## src/rtl/lsu_pkg.sv

```systemverilog
// lsu_pkg: shared definitions for the load/store unit data-memory master.
//   - op encodings for the CPU access type
//   - FSM state type
//   - DM_BYTES: size of the addressable data memory in bytes
//   - is_word_op(): true for 32-bit accesses (LW/SW)
package lsu_pkg;

    localparam logic [2:0] OP_LW  = 3'd0;
    localparam logic [2:0] OP_SW  = 3'd1;
    localparam logic [2:0] OP_LB  = 3'd2;
    localparam logic [2:0] OP_LBU = 3'd3;
    localparam logic [2:0] OP_SB  = 3'd4;

    localparam int unsigned DM_BYTES = 12288;

    typedef enum logic [1:0] {
        ST_IDLE  = 2'd0,
        ST_ISSUE = 2'd1,
        ST_DONE  = 2'd2
    } state_e;

    function automatic logic is_word_op(input logic [2:0] op);
        return (op == OP_LW) || (op == OP_SW);
    endfunction

endpackage

```

## src/rtl/lsu_dm_master_if.sv

```systemverilog
// lsu_dm_master_if: CPU-side request/response and data-memory responder bus.
//   CPU side : req, op, addr, wdata -> ready, done, err, rdata
//   DM side  : dm_addr, dm_din, dm_we, dm_lb, dm_sb -> dm_dout
//   modport master : view of the lsu_dm_master itself
//   modport slave  : view of the surrounding CPU + memory environment
interface lsu_dm_master_if;
    logic        req;
    logic [2:0]  op;
    logic [31:0] addr;
    logic [31:0] wdata;
    logic        ready;
    logic        done;
    logic        err;
    logic [31:0] rdata;
    logic [13:0] dm_addr;
    logic [31:0] dm_din;
    logic        dm_we;
    logic        dm_lb;
    logic        dm_sb;
    logic [31:0] dm_dout;

    modport master (
        input  req, op, addr, wdata, dm_dout,
        output ready, done, err, rdata, dm_addr, dm_din, dm_we, dm_lb, dm_sb
    );

    modport slave (
        output req, op, addr, wdata, dm_dout,
        input  ready, done, err, rdata, dm_addr, dm_din, dm_we, dm_lb, dm_sb
    );
endinterface

```

## src/rtl/lsu_addr_chk.sv

```systemverilog
// lsu_addr_chk: combinational legality check of one CPU access.
//   in  op[2:0], addr[31:0]
//   out ok        : access may be issued to data memory
//   out err_range : access (or any byte of a word access) lies at/after DM_BYTES
//   out err_align : misaligned word access (only with LSU_ALIGN_CHECK_EN defined;
//                   otherwise tied low and misaligned words pass through)
module lsu_addr_chk
    import lsu_pkg::*;
(
    input  logic [2:0]  op,
    input  logic [31:0] addr,
    output logic        ok,
    output logic        err_range,
    output logic        err_align
);
    logic [32:0] w_last_byte;
    logic        w_op_legal;

    // 33-bit sum so an address near 2^32 cannot wrap back into range
    assign w_last_byte = {1'b0, addr} + (is_word_op(op) ? 33'd3 : 33'd0);
    assign err_range   = (w_last_byte >= 33'(DM_BYTES));
    assign w_op_legal  = (op <= OP_SB);

`ifdef LSU_ALIGN_CHECK_EN
    assign err_align = is_word_op(op) && (addr[1:0] != 2'b00);
`else
    assign err_align = 1'b0;
`endif

    assign ok = w_op_legal && !err_range && !err_align;
endmodule

```

## src/rtl/lsu_dm_master.sv

```systemverilog
// lsu_dm_master: issues one CPU load/store at a time to the data memory.
//   clk, rst      : clock, asynchronous active-high reset
//   bus (master)  : CPU request/response + data-memory responder signals
// Sequence per access: IDLE (accept) -> ISSUE (dm_* driven) -> DONE (done/err
// pulse) -> IDLE, so at most one access is accepted every 3 cycles.
// Optional macro LSU_ALIGN_CHECK_EN: misaligned LW/SW are rejected as errors.
// All outputs are registered; dm_* are loaded on the accept edge so they are
// valid exactly during ISSUE, and cleared again on the edge that ends ISSUE.
module lsu_dm_master
    import lsu_pkg::*;
(
    input  logic            clk,
    input  logic            rst,
    lsu_dm_master_if.master bus
);
    state_e      r_state;
    state_e      w_next;
    logic        w_ok;
    logic        w_err_range;
    logic        w_err_align;
    logic        w_bad;

    logic [2:0]  r_op;
    logic        r_bad;
    logic        r_ready;
    logic        r_done;
    logic        r_err;
    logic [31:0] r_rdata;
    logic [13:0] r_dm_addr;
    logic [31:0] r_dm_din;
    logic        r_dm_we;
    logic        r_dm_lb;
    logic        r_dm_sb;

    lsu_addr_chk u_chk (
        .op        (bus.op),
        .addr      (bus.addr),
        .ok        (w_ok),
        .err_range (w_err_range),
        .err_align (w_err_align)
    );

    // Individual error flags are OR-ed back in so a single faulty ok path
    // cannot let an out-of-range or misaligned write through.
    assign w_bad = !w_ok || w_err_range || w_err_align;

    // State register
    always_ff @(posedge clk or posedge rst) begin
        if (rst) begin
            r_state <= ST_IDLE;
        end else begin
            r_state <= w_next;
        end
    end

    // Next-state logic
    always_comb begin
        w_next = r_state;
        case (r_state)
            ST_IDLE:  begin
                if (bus.req) begin
                    w_next = ST_ISSUE;
                end else begin
                    w_next = ST_IDLE;
                end
            end
            ST_ISSUE: w_next = ST_DONE;
            ST_DONE:  w_next = ST_IDLE;
            default:  w_next = ST_IDLE;
        endcase
    end

    // Registered outputs and captured request
    always_ff @(posedge clk or posedge rst) begin
        if (rst) begin
            r_op      <= 3'd0;
            r_bad     <= 1'b0;
            r_ready   <= 1'b1;
            r_done    <= 1'b0;
            r_err     <= 1'b0;
            r_rdata   <= 32'd0;
            r_dm_addr <= 14'd0;
            r_dm_din  <= 32'd0;
            r_dm_we   <= 1'b0;
            r_dm_lb   <= 1'b0;
            r_dm_sb   <= 1'b0;
        end else begin
            case (r_state)
                ST_IDLE: begin
                    if (bus.req) begin
                        r_ready <= 1'b0;
                        r_op    <= bus.op;
                        r_bad   <= w_bad;
                        // A rejected access keeps the memory bus fully quiet.
                        if (!w_bad) begin
                            r_dm_addr <= bus.addr[13:0];
                            r_dm_din  <= bus.wdata;
                            r_dm_we   <= (bus.op == OP_SW) || (bus.op == OP_SB);
                            r_dm_lb   <= (bus.op == OP_LB) || (bus.op == OP_LBU);
                            r_dm_sb   <= (bus.op == OP_SB);
                        end
                    end
                end
                ST_ISSUE: begin
                    r_dm_addr <= 14'd0;
                    r_dm_din  <= 32'd0;
                    r_dm_we   <= 1'b0;
                    r_dm_lb   <= 1'b0;
                    r_dm_sb   <= 1'b0;
                    r_done    <= 1'b1;
                    r_err     <= r_bad;
                    if (!r_bad) begin
                        // Memory already sign-extends byte reads; LBU re-zeroes.
                        case (r_op)
                            OP_LW, OP_LB: r_rdata <= bus.dm_dout;
                            OP_LBU:       r_rdata <= {24'd0, bus.dm_dout[7:0]};
                            default:      r_rdata <= r_rdata;
                        endcase
                    end
                end
                ST_DONE: begin
                    r_done  <= 1'b0;
                    r_err   <= 1'b0;
                    r_ready <= 1'b1;
                end
                default: begin
                    r_done  <= 1'b0;
                    r_err   <= 1'b0;
                    r_ready <= 1'b1;
                    r_dm_we <= 1'b0;
                end
            endcase
        end
    end

    assign bus.ready   = r_ready;
    assign bus.done    = r_done;
    assign bus.err     = r_err;
    assign bus.rdata   = r_rdata;
    assign bus.dm_addr = r_dm_addr;
    assign bus.dm_din  = r_dm_din;
    assign bus.dm_we   = r_dm_we;
    assign bus.dm_lb   = r_dm_lb;
    assign bus.dm_sb   = r_dm_sb;
endmodule

```

## src/flat_wrapper.sv

```systemverilog
// flat-port wrapper written by rule: the top's interface ports become plain ports
module lsu_dm_master_flat import lsu_pkg::*;
  (clk, rst, bus_req, bus_op, bus_addr, bus_wdata, bus_dm_dout, bus_ready, bus_done, bus_err, bus_rdata, bus_dm_addr, bus_dm_din, bus_dm_we, bus_dm_lb, bus_dm_sb);
  lsu_dm_master_if bus_i ();
  input  logic clk;
  input  logic rst;
  input wire logic [$bits(bus_i.req)-1:0] bus_req;
  input wire logic [$bits(bus_i.op)-1:0] bus_op;
  input wire logic [$bits(bus_i.addr)-1:0] bus_addr;
  input wire logic [$bits(bus_i.wdata)-1:0] bus_wdata;
  input wire logic [$bits(bus_i.dm_dout)-1:0] bus_dm_dout;
  output wire logic [$bits(bus_i.ready)-1:0] bus_ready;
  output wire logic [$bits(bus_i.done)-1:0] bus_done;
  output wire logic [$bits(bus_i.err)-1:0] bus_err;
  output wire logic [$bits(bus_i.rdata)-1:0] bus_rdata;
  output wire logic [$bits(bus_i.dm_addr)-1:0] bus_dm_addr;
  output wire logic [$bits(bus_i.dm_din)-1:0] bus_dm_din;
  output wire logic [$bits(bus_i.dm_we)-1:0] bus_dm_we;
  output wire logic [$bits(bus_i.dm_lb)-1:0] bus_dm_lb;
  output wire logic [$bits(bus_i.dm_sb)-1:0] bus_dm_sb;
  assign bus_i.req = bus_req;
  assign bus_i.op = bus_op;
  assign bus_i.addr = bus_addr;
  assign bus_i.wdata = bus_wdata;
  assign bus_i.dm_dout = bus_dm_dout;
  assign bus_ready = bus_i.ready;
  assign bus_done = bus_i.done;
  assign bus_err = bus_i.err;
  assign bus_rdata = bus_i.rdata;
  assign bus_dm_addr = bus_i.dm_addr;
  assign bus_dm_din = bus_i.dm_din;
  assign bus_dm_we = bus_i.dm_we;
  assign bus_dm_lb = bus_i.dm_lb;
  assign bus_dm_sb = bus_i.dm_sb;
  lsu_dm_master u_core (.clk(clk), .rst(rst), .bus(bus_i));
endmodule
```

## config.mk

```make
export PLATFORM = sky130hd
export DESIGN_NAME = lsu_dm_master_flat
export DESIGN_NICKNAME = d
export VERILOG_FILES = /design/src/rtl/lsu_pkg.sv /design/src/rtl/lsu_dm_master_if.sv /design/src/rtl/lsu_addr_chk.sv /design/src/rtl/lsu_dm_master.sv /design/src/flat_wrapper.sv
export SDC_FILE = /design/constraint.sdc
export NUM_CORES = 1
export LEC_CHECK = 0
export ABC_CLOCK_PERIOD_IN_PS = 3400
export BUFFER_PORTS_ARGS = -buffer_cell sky130_fd_sc_hd__buf_4
export CELL_PAD_IN_SITES_DETAIL_PLACEMENT = 2
export CELL_PAD_IN_SITES_GLOBAL_PLACEMENT = 2
export CORE_ASPECT_RATIO = 1.4
export CORE_MARGIN = 2
export CORE_UTILIZATION = 29
export CTS_CLUSTER_DIAMETER = 100
export DETAILED_ROUTE_END_ITERATION = 8
export PLACE_DENSITY = 0.79
export REMOVE_ABC_BUFFERS = 1
export SYNTH_ARGS = -nofsm -noshare
export SYNTH_HDL_FRONTEND = slang
export SYNTH_HIERARCHICAL = 1
export SYNTH_SLANG_ARGS = --single-unit
```

## constraint.sdc

```tcl
create_clock -name clk -period 3.4 [get_ports clk]
set_input_delay 0.17 -clock clk [delete_from_list [all_inputs] [get_ports clk]]
set_output_delay 0.17 -clock clk [all_outputs]
set_load 0.005 [all_outputs]
```

==> flow_summary.yaml <==
setup_path:
  setup.worst_path.start_class: "input port"
  slowest_stage: "nor4_1"
  worstPathArrival_ps: 3450
  cp_common_cell: "buf_4"
  path_cells: "buf_4 -> nor2_2 -> ha_2 -> inv_1 -> fa_2 -> and4b_1 -> nand3_1 -> nor4_1 -> o211ai_1 -> or3_4 -> nor4bb_4 -> buf_4 -> clkbuf_16 -> nand3b_1 -> a21oi_1"
  endpoint_kind: "register"
  crit_family: "simple AND/OR/NAND/NOR gates"
  crit_cells: 15
  critPathKind: "input port to register"
  cp_num_buf_inv: 4
  cp.required_ps: 3650
  worstPathMaxFanout: 12
  critPathMaxStageDelay_ps: 450
  reg2reg_depth: 4
floorplanning:
  start_util: 0.298
  core_area_um2: 15600
  rows: 54
  die_area_um2: 17100
  fp.dieH_um: 154
  die_w_um: 111
  io-pin-count: 186
job:
  maxCapViolCount: 0
route:
  vias_per_cell: 5.15
  wire_per_inst_um: 20.3
  drtIter0Drc: 164
  vias: 4340
  finalWirelength_um: 17100
  drtAntennaViolNets: 0
  route.detailed.drc: 0
  first_pass_iters: 4
pwr:
  pwr-share-seq: 0.446
  power.share.combinational: 0.169
  peakVddDrop_mv: 0.248
  power_mw: 2.66
  power_frac_clock: 0.385
  p_int_mw: 1.95
  p_sw_frac: 0.264
  p_leak_nw: 3.26
  p_sw_mw: 0.701
  power_density_nw_per_um2: 398
synth:
  synth_edf_count: 0
  synth.most_common_cell: "dfrtp_1"
  yosysWarnings: 6
  yosysSeqAreaShare: 0.485
  synth_area_per_cell_um2: 10.0
  synthCells: 463
  synth_area_leaders: "dfrtp_1 48%, nand3b_1 7.6%, mux2i_1 5.8%, a21oi_1 5.5%, o21ai_0 4.6%"
  ys_types: 61
  syn_area_um2: 4640
  synth_common_cells: "89 x dfrtp_1, 51 x a21oi_1, 47 x nand3b_1"
  ys_seq_elements: 90
  async_flop_share: 1.00
  netlist.area_leader.share: 0.480
  yosys.area.top_type: "dfrtp_1"
  synth_flop_cell: "dfrtp_1"
finish:
  final_area_um2: 6670
  antenna_cells: 0
  utilization: 0.427
  drive_above_1_share: 0.389
  num-nets-final: 747
  syn_to_final_growth_pct: 43.5
timing:
  worstMarginPinSlew_ps: 959
  slew_headroom: 0.359
  max_freq_ghz: 0.312
  fin_crit_ps: 3200
  hold-worst-slack_ps: 65.7
  setup_viol: 0
  slew_violations: 0
  finalCritPeriodShare: 0.942
  finalHoldViolCount: 0
  clock_skew_ps: 12.3
hold_path:
  holdPathStages: 2
  hp-class: "input port to register"
cts:
  cts_root_buffer: "clkbuf_16"
  clock-sinks: 90
  numCtsBuffers: 9
  cts_tree: "built"
  worstSkewPairLatency_ps: 340
  cts.clk_slew.worst_paths_ps: 70
  htree_levels: 3
  cts_buffer_depth: 2
grt:
  grt_pass1_vias: 4842
  grt_overflow_total: 0
  grt_antenna_before_repair: 0
  grt_pass1_wl_um: 26300
  track_usage: 0.193
  grt_max_degree: 100
place:
  placed_cell_area_um2: 6270
  place_congestion: 0.792
  post-dp-hpwl_um: 12400
  port_buffers: 185
run_status:
  status: "completed"
[cell type report]
type	instances	area, um^2
Fill cell	1709	8940
Inverter	30	114
Clock inverter	6	63.8
Multi-Input combinational cell	310	2190
Clock buffer	10	239
Timing Repair Buffer	201	1560
Tap cell	196	245
Sequential cell	90	2250
[final timing paths]
kind | startpoint | end | slack [ps]
setup / recovery | bus_op[2] | u_core/bus.dm_din[9] | 200
max in group asynchronous | rst | u_core/bus.dm_din[1] | 2150
min in group asynchronous | rst | u_core/bus.done | 530
hold / removal | bus_dm_dout[1] | u_core/bus.rdata[1] | 70
hold reg to reg | u_core/bus.ready | u_core/bus.ready | 500
setup reg to reg | u_core/r_state[0] | u_core/bus.rdata[17] | 1380
[metal layers]
metal / track usage / wire length (um) / vias up
met5: 0 / 0 / -
li1: - / - / 2005
met2: 0.385 / 9720 / 114
met4: 0.0702 / 449 / 0
met3: 0.0288 / 691 / 25
met1: 0.201 / 6250 / 2196
[cells by family after synthesis]
family | count (synthesis) | share of synthesized area
XOR/XNOR | 4 | 0.00754
flip-flops | 90 | 0.485
multiplexers | 38 | 0.0897
AND/OR/NAND/NOR | 144 | 0.206
AO/OA/AOI/OAI | 120 | 0.145
buffers and inverters | 63 | 0.0563
adder cells (fa/ha/maj) | 3 | 0.00970
other | 1 | 0.000807
[what timing repair did]
action | in CTS | in global routing
pin swaps | 0 | 4
hold buffers | 1 | 0
gates cloned | 0 | 2
gates resized for setup | 1 | 13
setup endpoints to repair | 6 | 50
endpoints found under the hold margin | 16 | 0
buffers inserted | 0 | 1
[through the flow]
stage / setup TNS [ps] / instances / setup slack (ps)
after floorplan: -139160 / 430 / -2640
after global placement: -6850 / 823 / -171
after detailed placement: -16610 / 823 / -377
after CTS: 0 / 840 / 11.8
after global routing: -8.02 / 843 / -5.50
final: 0 / 843 / 198
[worst register-to-register path: cells and delay by family, from the launching register on]
| kind | cells | cell delay, ps |
|---|---|---|
| buf+inv | 1 | 470 |
| flops | 1 | 480 |
| mux | 1 | 150 |
| simple gates | 2 | 800 |
[cells in the final DEF, fill, tap and decap left out, types with 5 or more instances in the layout]
master and n:
nand2_1 32, clkbuf_16 10, mux2i_1 27, nor2_1 12, nor3_1 5, mux2_2 5, o21ai_0 42, nand3b_1 47
a21oi_1 49, dfrtp_1 89, inv_1 29, o21ai_1 8, mux2_4 6, nand3_1 6, buf_4 195
[power by group through the flow]
stage          Clock [mW]  Combinational (mW)  Sequential [mW]
5_1_grt              1.10               0.494             1.20
3_3_place_gp            0               0.429             1.20
4_1_cts              1.05               0.452             1.19
6_report             1.02               0.448             1.18
3_5_place_dp            0               0.448             1.21
2_1_floorplan           0               0.173             1.20
[state kept, by name, summed over array words and instances (netlist names)]
signal              flops
u_core/bus.dm_din      32
u_core/bus.rdata       32
u_core/bus.dm_addr     14
u_core/r_op             3
u_core/r_state          2
u_core/bus.dm_lb        1
u_core/bus.dm_sb        1
u_core/bus.dm_we        1
u_core/bus.done         1
u_core/bus.err          1
u_core/bus.ready        1
u_core/r_bad            1
(Power assumes the default switching activity.)
